`src/rtl/wb_pkg.sv`:
```
// Shared writeback types: default register widths and the buffered
// multi-cycle result entry.
package wb_pkg;
    localparam int WB_DATA_W = 32;
    localparam int WB_ADDR_W = 5;

    typedef struct packed {
        logic [WB_ADDR_W-1:0] rd;
        logic [WB_DATA_W-1:0] data;
    } wb_entry_t;
endpackage

```
`src/rtl/wb_port_arbiter_if.sv`:
```
// Writeback-side bundle: pipeline W-stage result, multi-cycle result
// handshake, register-file write port and hazard-unit stall request.
interface wb_port_arbiter_if
    import wb_pkg::*;
#(
    parameter int DATA_W = WB_DATA_W,
    parameter int ADDR_W = WB_ADDR_W,
    parameter int DEPTH  = 2
);
    localparam int CNT_W = $clog2(DEPTH) + 1;

    logic              RegWriteW;
    logic [ADDR_W-1:0] RdW;
    logic [DATA_W-1:0] ResultW;
    logic              mc_valid;
    logic              mc_ready;
    logic [ADDR_W-1:0] mc_rd;
    logic [DATA_W-1:0] mc_data;
    logic              rf_we;
    logic [ADDR_W-1:0] rf_waddr;
    logic [DATA_W-1:0] rf_wdata;
    logic              stall_req;
    logic [CNT_W-1:0]  fifo_count;

    modport slave (
        input  RegWriteW, RdW, ResultW, mc_valid, mc_rd, mc_data,
        output mc_ready, rf_we, rf_waddr, rf_wdata, stall_req, fifo_count
    );

    modport master (
        output RegWriteW, RdW, ResultW, mc_valid, mc_rd, mc_data,
        input  mc_ready, rf_we, rf_waddr, rf_wdata, stall_req, fifo_count
    );
endinterface

```
`src/rtl/wb_fifo.sv`:
```
// Small synchronous FIFO of writeback entries; push into a full FIFO and
// pop from an empty one are ignored.
module wb_fifo
    import wb_pkg::*;
#(
    parameter int DEPTH = 2
) (
    input  logic                     clk,
    input  logic                     rst,
    input  logic                     push,
    input  logic                     pop,
    input  wb_entry_t                wrEntry,
    output wb_entry_t                rdEntry,
    output logic                     full,
    output logic                     empty,
    output logic [$clog2(DEPTH):0]   count
);
    localparam int PTR_W = $clog2(DEPTH);
    localparam int CNT_W = PTR_W + 1;

    wb_entry_t        mem [DEPTH];
    logic [PTR_W-1:0] wrPtr, rdPtr;
    logic             doPush, doPop;

    assign full    = (count == CNT_W'(DEPTH));
    assign empty   = (count == '0);
    assign doPush  = push && !full;
    assign doPop   = pop && !empty;
    assign rdEntry = mem[rdPtr];

    // DEPTH is a power of two, so pointers wrap by plain overflow.
    always_ff @(posedge clk or posedge rst) begin
        if (rst) begin
            wrPtr <= '0;
            rdPtr <= '0;
            count <= '0;
        end else begin
            if (doPush) wrPtr <= wrPtr + PTR_W'(1);
            if (doPop)  rdPtr <= rdPtr + PTR_W'(1);
            case ({doPush, doPop})
                2'b10:   count <= count + CNT_W'(1);
                2'b01:   count <= count - CNT_W'(1);
                default: count <= count;
            endcase
        end
    end

    always_ff @(posedge clk) begin
        if (doPush) mem[wrPtr] <= wrEntry;
    end
endmodule

```
`src/rtl/wb_port_arbiter.sv`:
```
// Shares the register-file write port between the W-stage writeback and
// buffered multi-cycle results, requesting a bubble when buffered results starve.
module wb_port_arbiter
    import wb_pkg::*;
#(
    parameter int DATA_W   = WB_DATA_W,
    parameter int ADDR_W   = WB_ADDR_W,
    parameter int DEPTH    = 2,
    parameter int MAX_WAIT = 4
) (
    input logic clk,
    input logic rst,
    wb_port_arbiter_if.slave wb
);
    localparam int CNT_W  = $clog2(DEPTH) + 1;
    localparam int WAIT_W = $clog2(MAX_WAIT + 1);

    wb_entry_t         pushEntry, headEntry;
    logic              pipeHit, push, pop, full, empty;
    logic [CNT_W-1:0]  count;
    logic [WAIT_W-1:0] waitCnt;

    assign pipeHit   = wb.RegWriteW && (wb.RdW != '0);
    // Ready comes from registered occupancy only: a same-cycle pop never frees a slot early.
    assign wb.mc_ready = !full && !rst;
    // x0 results complete the handshake but are dropped.
    assign push      = wb.mc_valid && wb.mc_ready && (wb.mc_rd != '0);
    assign pop       = !rst && !pipeHit && !empty;
    assign pushEntry = '{rd: wb.mc_rd, data: wb.mc_data};

    wb_fifo #(.DEPTH(DEPTH)) uFifo (
        .clk     (clk),
        .rst     (rst),
        .push    (push),
        .pop     (pop),
        .wrEntry (pushEntry),
        .rdEntry (headEntry),
        .full    (full),
        .empty   (empty),
        .count   (count)
    );

    // Pipeline has fixed priority; the FIFO head only fills otherwise idle slots.
    always_comb begin
        wb.rf_we    = 1'b0;
        wb.rf_waddr = '0;
        wb.rf_wdata = '0;
        if (!rst && pipeHit) begin
            wb.rf_we    = 1'b1;
            wb.rf_waddr = wb.RdW;
            wb.rf_wdata = wb.ResultW;
        end else if (pop) begin
            wb.rf_we    = 1'b1;
            wb.rf_waddr = headEntry.rd;
            wb.rf_wdata = headEntry.data;
        end
    end

    always_ff @(posedge clk or posedge rst) begin
        if (rst)
            waitCnt <= '0;
        else if (empty || pop)
            waitCnt <= '0;
        else if (waitCnt != WAIT_W'(MAX_WAIT))
            waitCnt <= waitCnt + WAIT_W'(1);
    end

    assign wb.stall_req  = (waitCnt == WAIT_W'(MAX_WAIT)) || full;
    assign wb.fifo_count = count;
endmodule

```
`src/flat_wrapper.sv`:
```
// flat-port wrapper written by rule: the top's interface ports become plain ports
module wb_port_arbiter_flat import wb_pkg::*;
#(
    parameter int DATA_W   = WB_DATA_W,
    parameter int ADDR_W   = WB_ADDR_W,
    parameter int DEPTH    = 2,
    parameter int MAX_WAIT = 4
)
  (clk, rst, wb_RegWriteW, wb_RdW, wb_ResultW, wb_mc_valid, wb_mc_rd, wb_mc_data, wb_mc_ready, wb_rf_we, wb_rf_waddr, wb_rf_wdata, wb_stall_req, wb_fifo_count);
  wb_port_arbiter_if #(.DATA_W(DATA_W), .ADDR_W(ADDR_W), .DEPTH(DEPTH)) wb_i ();
  input logic clk;
  input logic rst;
  input wire logic [$bits(wb_i.RegWriteW)-1:0] wb_RegWriteW;
  input wire logic [$bits(wb_i.RdW)-1:0] wb_RdW;
  input wire logic [$bits(wb_i.ResultW)-1:0] wb_ResultW;
  input wire logic [$bits(wb_i.mc_valid)-1:0] wb_mc_valid;
  input wire logic [$bits(wb_i.mc_rd)-1:0] wb_mc_rd;
  input wire logic [$bits(wb_i.mc_data)-1:0] wb_mc_data;
  output wire logic [$bits(wb_i.mc_ready)-1:0] wb_mc_ready;
  output wire logic [$bits(wb_i.rf_we)-1:0] wb_rf_we;
  output wire logic [$bits(wb_i.rf_waddr)-1:0] wb_rf_waddr;
  output wire logic [$bits(wb_i.rf_wdata)-1:0] wb_rf_wdata;
  output wire logic [$bits(wb_i.stall_req)-1:0] wb_stall_req;
  output wire logic [$bits(wb_i.fifo_count)-1:0] wb_fifo_count;
  assign wb_i.RegWriteW = wb_RegWriteW;
  assign wb_i.RdW = wb_RdW;
  assign wb_i.ResultW = wb_ResultW;
  assign wb_i.mc_valid = wb_mc_valid;
  assign wb_i.mc_rd = wb_mc_rd;
  assign wb_i.mc_data = wb_mc_data;
  assign wb_mc_ready = wb_i.mc_ready;
  assign wb_rf_we = wb_i.rf_we;
  assign wb_rf_waddr = wb_i.rf_waddr;
  assign wb_rf_wdata = wb_i.rf_wdata;
  assign wb_stall_req = wb_i.stall_req;
  assign wb_fifo_count = wb_i.fifo_count;
  wb_port_arbiter #(.DATA_W(DATA_W), .ADDR_W(ADDR_W), .DEPTH(DEPTH), .MAX_WAIT(MAX_WAIT)) u_core (.clk(clk), .rst(rst), .wb(wb_i));
endmodule
```
`config.mk`:
```
export PLATFORM = sky130hd
export DESIGN_NAME = wb_port_arbiter_flat
export DESIGN_NICKNAME = d
export VERILOG_FILES = /design/src/rtl/wb_pkg.sv /design/src/rtl/wb_port_arbiter_if.sv /design/src/rtl/wb_fifo.sv /design/src/rtl/wb_port_arbiter.sv /design/src/flat_wrapper.sv
export SDC_FILE = /design/constraint.sdc
export NUM_CORES = 1
export LEC_CHECK = 0
export ABC_AREA = 1
export CAP_MARGIN = 15
export CORE_ASPECT_RATIO = 0.6
export CORE_MARGIN = 3
export CORE_UTILIZATION = 47
export DETAILED_ROUTE_END_ITERATION = 8
export GPL_TIMING_DRIVEN = 0
export PLACE_DENSITY_LB_ADDON = 0.2
export SYNTH_ARGS = -nofsm -noshare
export SYNTH_HDL_FRONTEND = slang
export SYNTH_SLANG_ARGS = --single-unit
export TNS_END_PERCENT = 5
```
`constraint.sdc`:
```
create_clock -name clk -period 3.8 [get_ports clk]
set_input_delay 0.76 -clock clk [delete_from_list [all_inputs] [get_ports clk]]
set_output_delay 0.76 -clock clk [all_outputs]
set_load 0.01 [all_outputs]
```
; Word-level counts from Yosys, hierarchy flattened
; Memory sizes are Yosys's and may differ from the RTL's.
; Cells that the tools add are included.
[classes]
addsub = 5
n_eq_ne = 5
n_mux = 11
reduce_logical = 20
[ops]
columns = op, count
row1 = $mux W32, 2
row2 = $mux W5, 2
row3 = $reduce_bool A5 Y1, 2
row4 = $logic_and A1 B1 Y1, 9
row5 = $mux W3, 2
row6 = $eq A2 B2 Y1 const B, 2
row7 = $logic_not A1 Y1, 4
row8 = $mux W1, 4
row9 = $pmux W2 S2, 1
row10 = $reduce_bool A2 Y1, 2
row11 = $add A3 B1 Y3 const B, 1
row12 = $eq A3 B3 Y1 const B, 1
row13 = $ne A3 B3 Y1 const B, 1
row14 = $add A1 B1 Y1 const B, 2
row15 = $add A2 B1 Y2 const B, 1
row16 = $eq A2 B1 Y1 const B, 1
row17 = $logic_not A2 Y1, 1
row18 = $logic_or A1 B1 Y1, 2
row19 = $sub A2 B1 Y2 const B, 1
[word_totals]
regBits = 7
wordCells = 46
ramBits = 74
memories = 1
out_inout_bits = 42
[memory_table]
columns = memory, depth, word_bits, read_ports, rd_clocked_by_memory_dff, wr, line_no
row1 = u_core.uFifo.mem, 2, 37, 1, 0, 1, wb_fifo.sv:21  ; wb_entry_t mem [DEPTH];

; Depth between registers and ports, before layout
[logic_depth]
depth_word = 8
mapped_depth = 10
ltp_nobuf = 9

; By module
; Synthesis repeated with hierarchy kept, for this count alone.
[hier_totals]
cells_unflattened = 391
area_unflattened_um2 = 3846.2
[by_module_without_submodules]
columns = module, area_per_inst_um2, instances, seq_area_each_um2, cells_each
row1 = wb_fifo, 2942.8, 1, 2322.2, 227
row2 = wb_port_arbiter, 903.4, 1, 75.1, 164

; Least setup slack after synthesis
; Ideal clock, no wire load.
[synth_timing]
kind = input-to-reg
start = input port rst
end = memory u_core.uFifo.mem[1][0] (netlist bit), enable pin
cell_stages = 3
path_buffers = 0
setup_ps = 431
slack_ps = 688
arrival_ps = 2681
path_cell_list = nor3b_1 nand2_1 nor2_1
[synth_via]
elab_chain_cells = 7
[synth_rtl]
columns = item, line_no
row1 = start: declaration, flat_wrapper.sv:12  ; input logic rst;
row2 = $logic_not A1 Y1, wb_port_arbiter.sv:25  ; assign wb.mc_ready = !full && !rst;
row3 = $logic_and A1 B1 Y1, wb_port_arbiter.sv:25
row4 = $logic_and A1 B1 Y1 (2 in series), wb_port_arbiter.sv:27  ; assign push = wb.mc_valid && wb.mc_ready && (wb.mc_rd != '0);
row5 = $logic_and A1 B1 Y1, wb_fifo.sv:27  ; assign doPush = push && !full;
row6 = $mux W1, wb_fifo.sv:49  ; if (doPush) mem[wrPtr] <= wrEntry;
row7 = $mux W1 (not written as such), wb_fifo.sv:49
row8 = end: declaration, wb_fifo.sv:21
; No other way between the ends.

; Final worst setup path
[layout_timing]
start = input port rst
end = output port wb_rf_wdata[23]
[layout_via]
elab_chain_cells = 5
elab_cells_between_ends = 6
classes_between = mux (2) / reduce/logical (4)
[layout_rtl]
columns = item, line_no
row1 = $logic_not A1 Y1 (*), "wb_port_arbiter.sv:28, wb_port_arbiter.sv:48"
row2 = $logic_and A1 B1 Y1 (2 in series), wb_port_arbiter.sv:28  ; assign pop = !rst && !pipeHit && !empty;
row3 = $mux W32, wb_port_arbiter.sv:52  ; end else if (pop) begin
row4 = $mux W32 (*), wb_port_arbiter.sv:48  ; if (!rst && pipeHit) begin
row5 = end: declaration, flat_wrapper.sv:22  ; output wire logic [$bits(wb_i.rf_wdata)-1:0] wb_rf_wdata;
; Every way passes the cells marked *; elsewhere a longest branch is shown, timed or not.

==> reports/results.tsv <==
stage	metric	value	unit
global_route	grt-ovfl-total	0	
routing	viasPerCell	5.021	
clocking	clk_pin_slew_worst_paths	0.05	ns
sta	finalHoldViolations	0	
logic_synthesis	syn_area	0.003795	mm²
logic_synthesis	netlist_instances	380	
floorplan	dieArea	0.009224	mm²
sta	slew_viol_final	0	
routing	num_vias	3103	
sta	finalCriticalPeriod	3.453	ns
run	drv_cap	0	
power_and_ir_drop	power	0.003084	W
floorplan	start_util	50.35	%
final_layout	finalNonFillerCells	618	
worst_setup_path	crit_path_max_incr_delay	0.57	ns
placed_design	placed_cells	604	
logic_synthesis	synth_cell_types	23	
final_layout	syn_to_final_growth	43.22	%
logic_synthesis	ys_ff_latch	81	
sta	max_slew_margin	45.45	%
routing	drt_first_pass_iters	5	
worst_setup_path	crit_required	3.04	ns
global_route	grt_pass1_vias	2976	
clocking	cts_resized	0	
run_status	run_status	finished clean	
global_route	grt_pass1_wl	14.26	mm
floorplan	row_count	24	
clocking	cts_buffer_depth	2	
final_layout	num-nets-final	592	
sta	max_freq	289.6	MHz
final_layout	final_common_cell	nand2_1	
logic_synthesis	synthesis.area_per_instance	9.987	µm²
sta	period_share	90.86	%
final_layout	antenna_cells	0	
floorplan	core	0.007537	mm²
power_and_ir_drop	powerDensity	567.4	mW/mm²
worst_setup_path	path_cells	clkdlybuf4s50_1 -> inv_2 -> buf_2 -> nand4_1 -> nand2_1 -> clkdlybuf4s50_1	
clocking	cts.htree.levels	3	
placed_design	pre_cts_ws	0.3388	ns
final_layout	fill_cells	566	
floorplan	io_pins	120	
worst_setup_path	cp_slowest_cell	clkdlybuf4s50_1	
clocking	cts_tree	yes	
global_route	grt_max_degree	38	
logic_synthesis	ys_seq_area_share	63.17	%
placed_design	place_congestion	0.7805	
worst_setup_path	critPathKind	input port to output pin	
routing	drt_wl_total	9.148	mm
clocking	root_buffer	clkbuf_16	
hold_path	worstHoldPathType	register to register	
floorplan	die_height	75.60	µm
routing	drc	0	
routing	dr.first_iter.drc_count	164	
global_route	grtUsageTotal	20.31	%
final_layout	regArea	0.002397	mm²
clocking	cts.sinks	81	
sta	finalSetupViolCount	0	
global_route	antenna_found_initial	0	
worst_setup_path	arrival	2.69	ns
final_layout	multi_input_area	0.001195	mm²
worst_setup_path	path_max_fanout	16	
sta	setup_ws	0.3472	ns
logic_synthesis	synth_nets	461	
sta	fin_skew	0.008145	ns
clocking	hold_buffers	0	
worst_setup_path	cp_common_cell	clkdlybuf4s50_1	
worst_setup_path	start_kind	input port	
sta	rsz0062_at_grt	no	
clocking	numCtsBuffers	9	
logic_synthesis	yosys_warnings	0	
clocking	clkLatencyLatePin	0.33	ns
placed_design	portBuffers	119	
placed_design	dp_hpwl	6.585	mm
power_and_ir_drop	peakVddDrop	0.2949	mV
final_layout	drive_above_1_share	9.728	%
power_and_ir_drop	power_leakage	2.270	nW
routing	drt-wirelength-per-cell	14.80	µm
floorplan	dieWidth	122.0	µm
worst_setup_path	cp-end-kind	output pin	
clocking	cts_setup_buffers	0	
routing	antenna_left	0	
sta	tightest_slew	0.8171	ns
final_layout	final_cell_mix	194 x nand2_1, 119 x clkdlybuf4s50_1, 74 x edfxtp_1, 38 x nand4_1, 12 x buf_2	
==> cells in the mapped netlist (all sizes together) <==
cell    count  area (µm²)
a21oi       3       15.01
buf        23       161.4
dfrtp       7       175.2
edfxtp     74        2222
ha          3       37.54
inv        13       48.79
nand2     197       752.0
nand3       3       25.02
nand4      38       237.7
nor2       10       61.31
nor3        1       5.000
nor3b       1       7.510
o21ai       4       20.02
xnor2       1       8.760
xor2        2       17.52
==> stage by stage <==
stage / utilization (%) / cell area (µm²) / hold WS, ns / TNS, ns
after global routing: 72.11 / 5435 / 0.5109 / 0
after CTS: 72.11 / 5435 / 0.4897 / 0
final: 72.11 / 5435 / 0.4881 / 0
after global placement: 67.88 / 5116 / 0.4531 / -36.46
after floorplan: - / 3795 / 0.4419 / 0
after detailed placement: 68.34 / 5151 / 0.4795 / 0
==> logic make-up after synthesis <==
| group | share of synthesized area, % |
|---|---|
| AOI/OAI and AO/OA | 0.9231 |
| xor gates and xnor gates | 0.6925 |
| adders and majority gates | 0.9892 |
| buffers and inverters | 5.539 |
| DFF | 63.17 |
| and+or+nand+nor | 28.68 |
==> area by class of cell <==
type	instances	share of cell area, %
multi-input combinational	263	21.98
clock inverter	5	1.082
buffer	23	2.970
tap	104	2.394
sequential	81	44.11
timing repair buffer	120	22.42
clock buffer	9	4.144
inverter	13	0.8978
==> layer usage <==
layer	routed length, µm	track usage, %	vias to the layer above
li1	-	-	1543
met1	3941	27.02	1423
met2	4140	33.44	125
met3	970	6.231	12
met4	95	4.969	0
met5	0	0	-
==> state kept, by name (all words and copies together), names as in the netlist <==
name / count
u_core.uFifo.mem: 74
u_core.waitCnt: 3
u_core.uFifo.count: 2
u_core.uFifo.rdPtr: 1
u_core.uFifo.wrPtr: 1
==> worst paths after layout <==
| kind | from | to | slack (ns) | cells after the start |
|---|---|---|---|---|
| min | u_core.uFifo.wrPtr$_DFFE_PP0P_ | u_core.uFifo.wrPtr$_DFFE_PP0P_ | 0.49 | 2 |
| min reg2reg | u_core.uFifo.wrPtr$_DFFE_PP0P_ | u_core.uFifo.wrPtr$_DFFE_PP0P_ | 0.49 | 2 |
| max reg2reg | u_core.uFifo.count[1]$_DFFE_PP0P_ | u_core.uFifo.mem[1][21]$_DFFE_PP_ | 1.67 | 6 |
| max | rst | wb_rf_wdata[23] | 0.35 | 6 |
| min in group asynchronous | rst | u_core.uFifo.rdPtr$_DFFE_PP0P_ | 1.13 | 3 |
| max in group asynchronous | rst | u_core.waitCnt[1]$_DFFE_PP0P_ | 2.40 | 3 |
==> worst max-delay path, delay by kind of cell <==
kind,cells,cell delay (ns)
simple gates,2,0.29
buf+inv,4,1.64
==> where the power goes <==
part           internal (W)  switching (W)  leakage (nW)
clock              0.000500       0.000318         0.133
combinational      0.000469       0.000634          1.37
sequential          0.00112      0.0000450         0.762
total               0.00209       0.000997          2.27
Power figures use the tool's default switching activity.
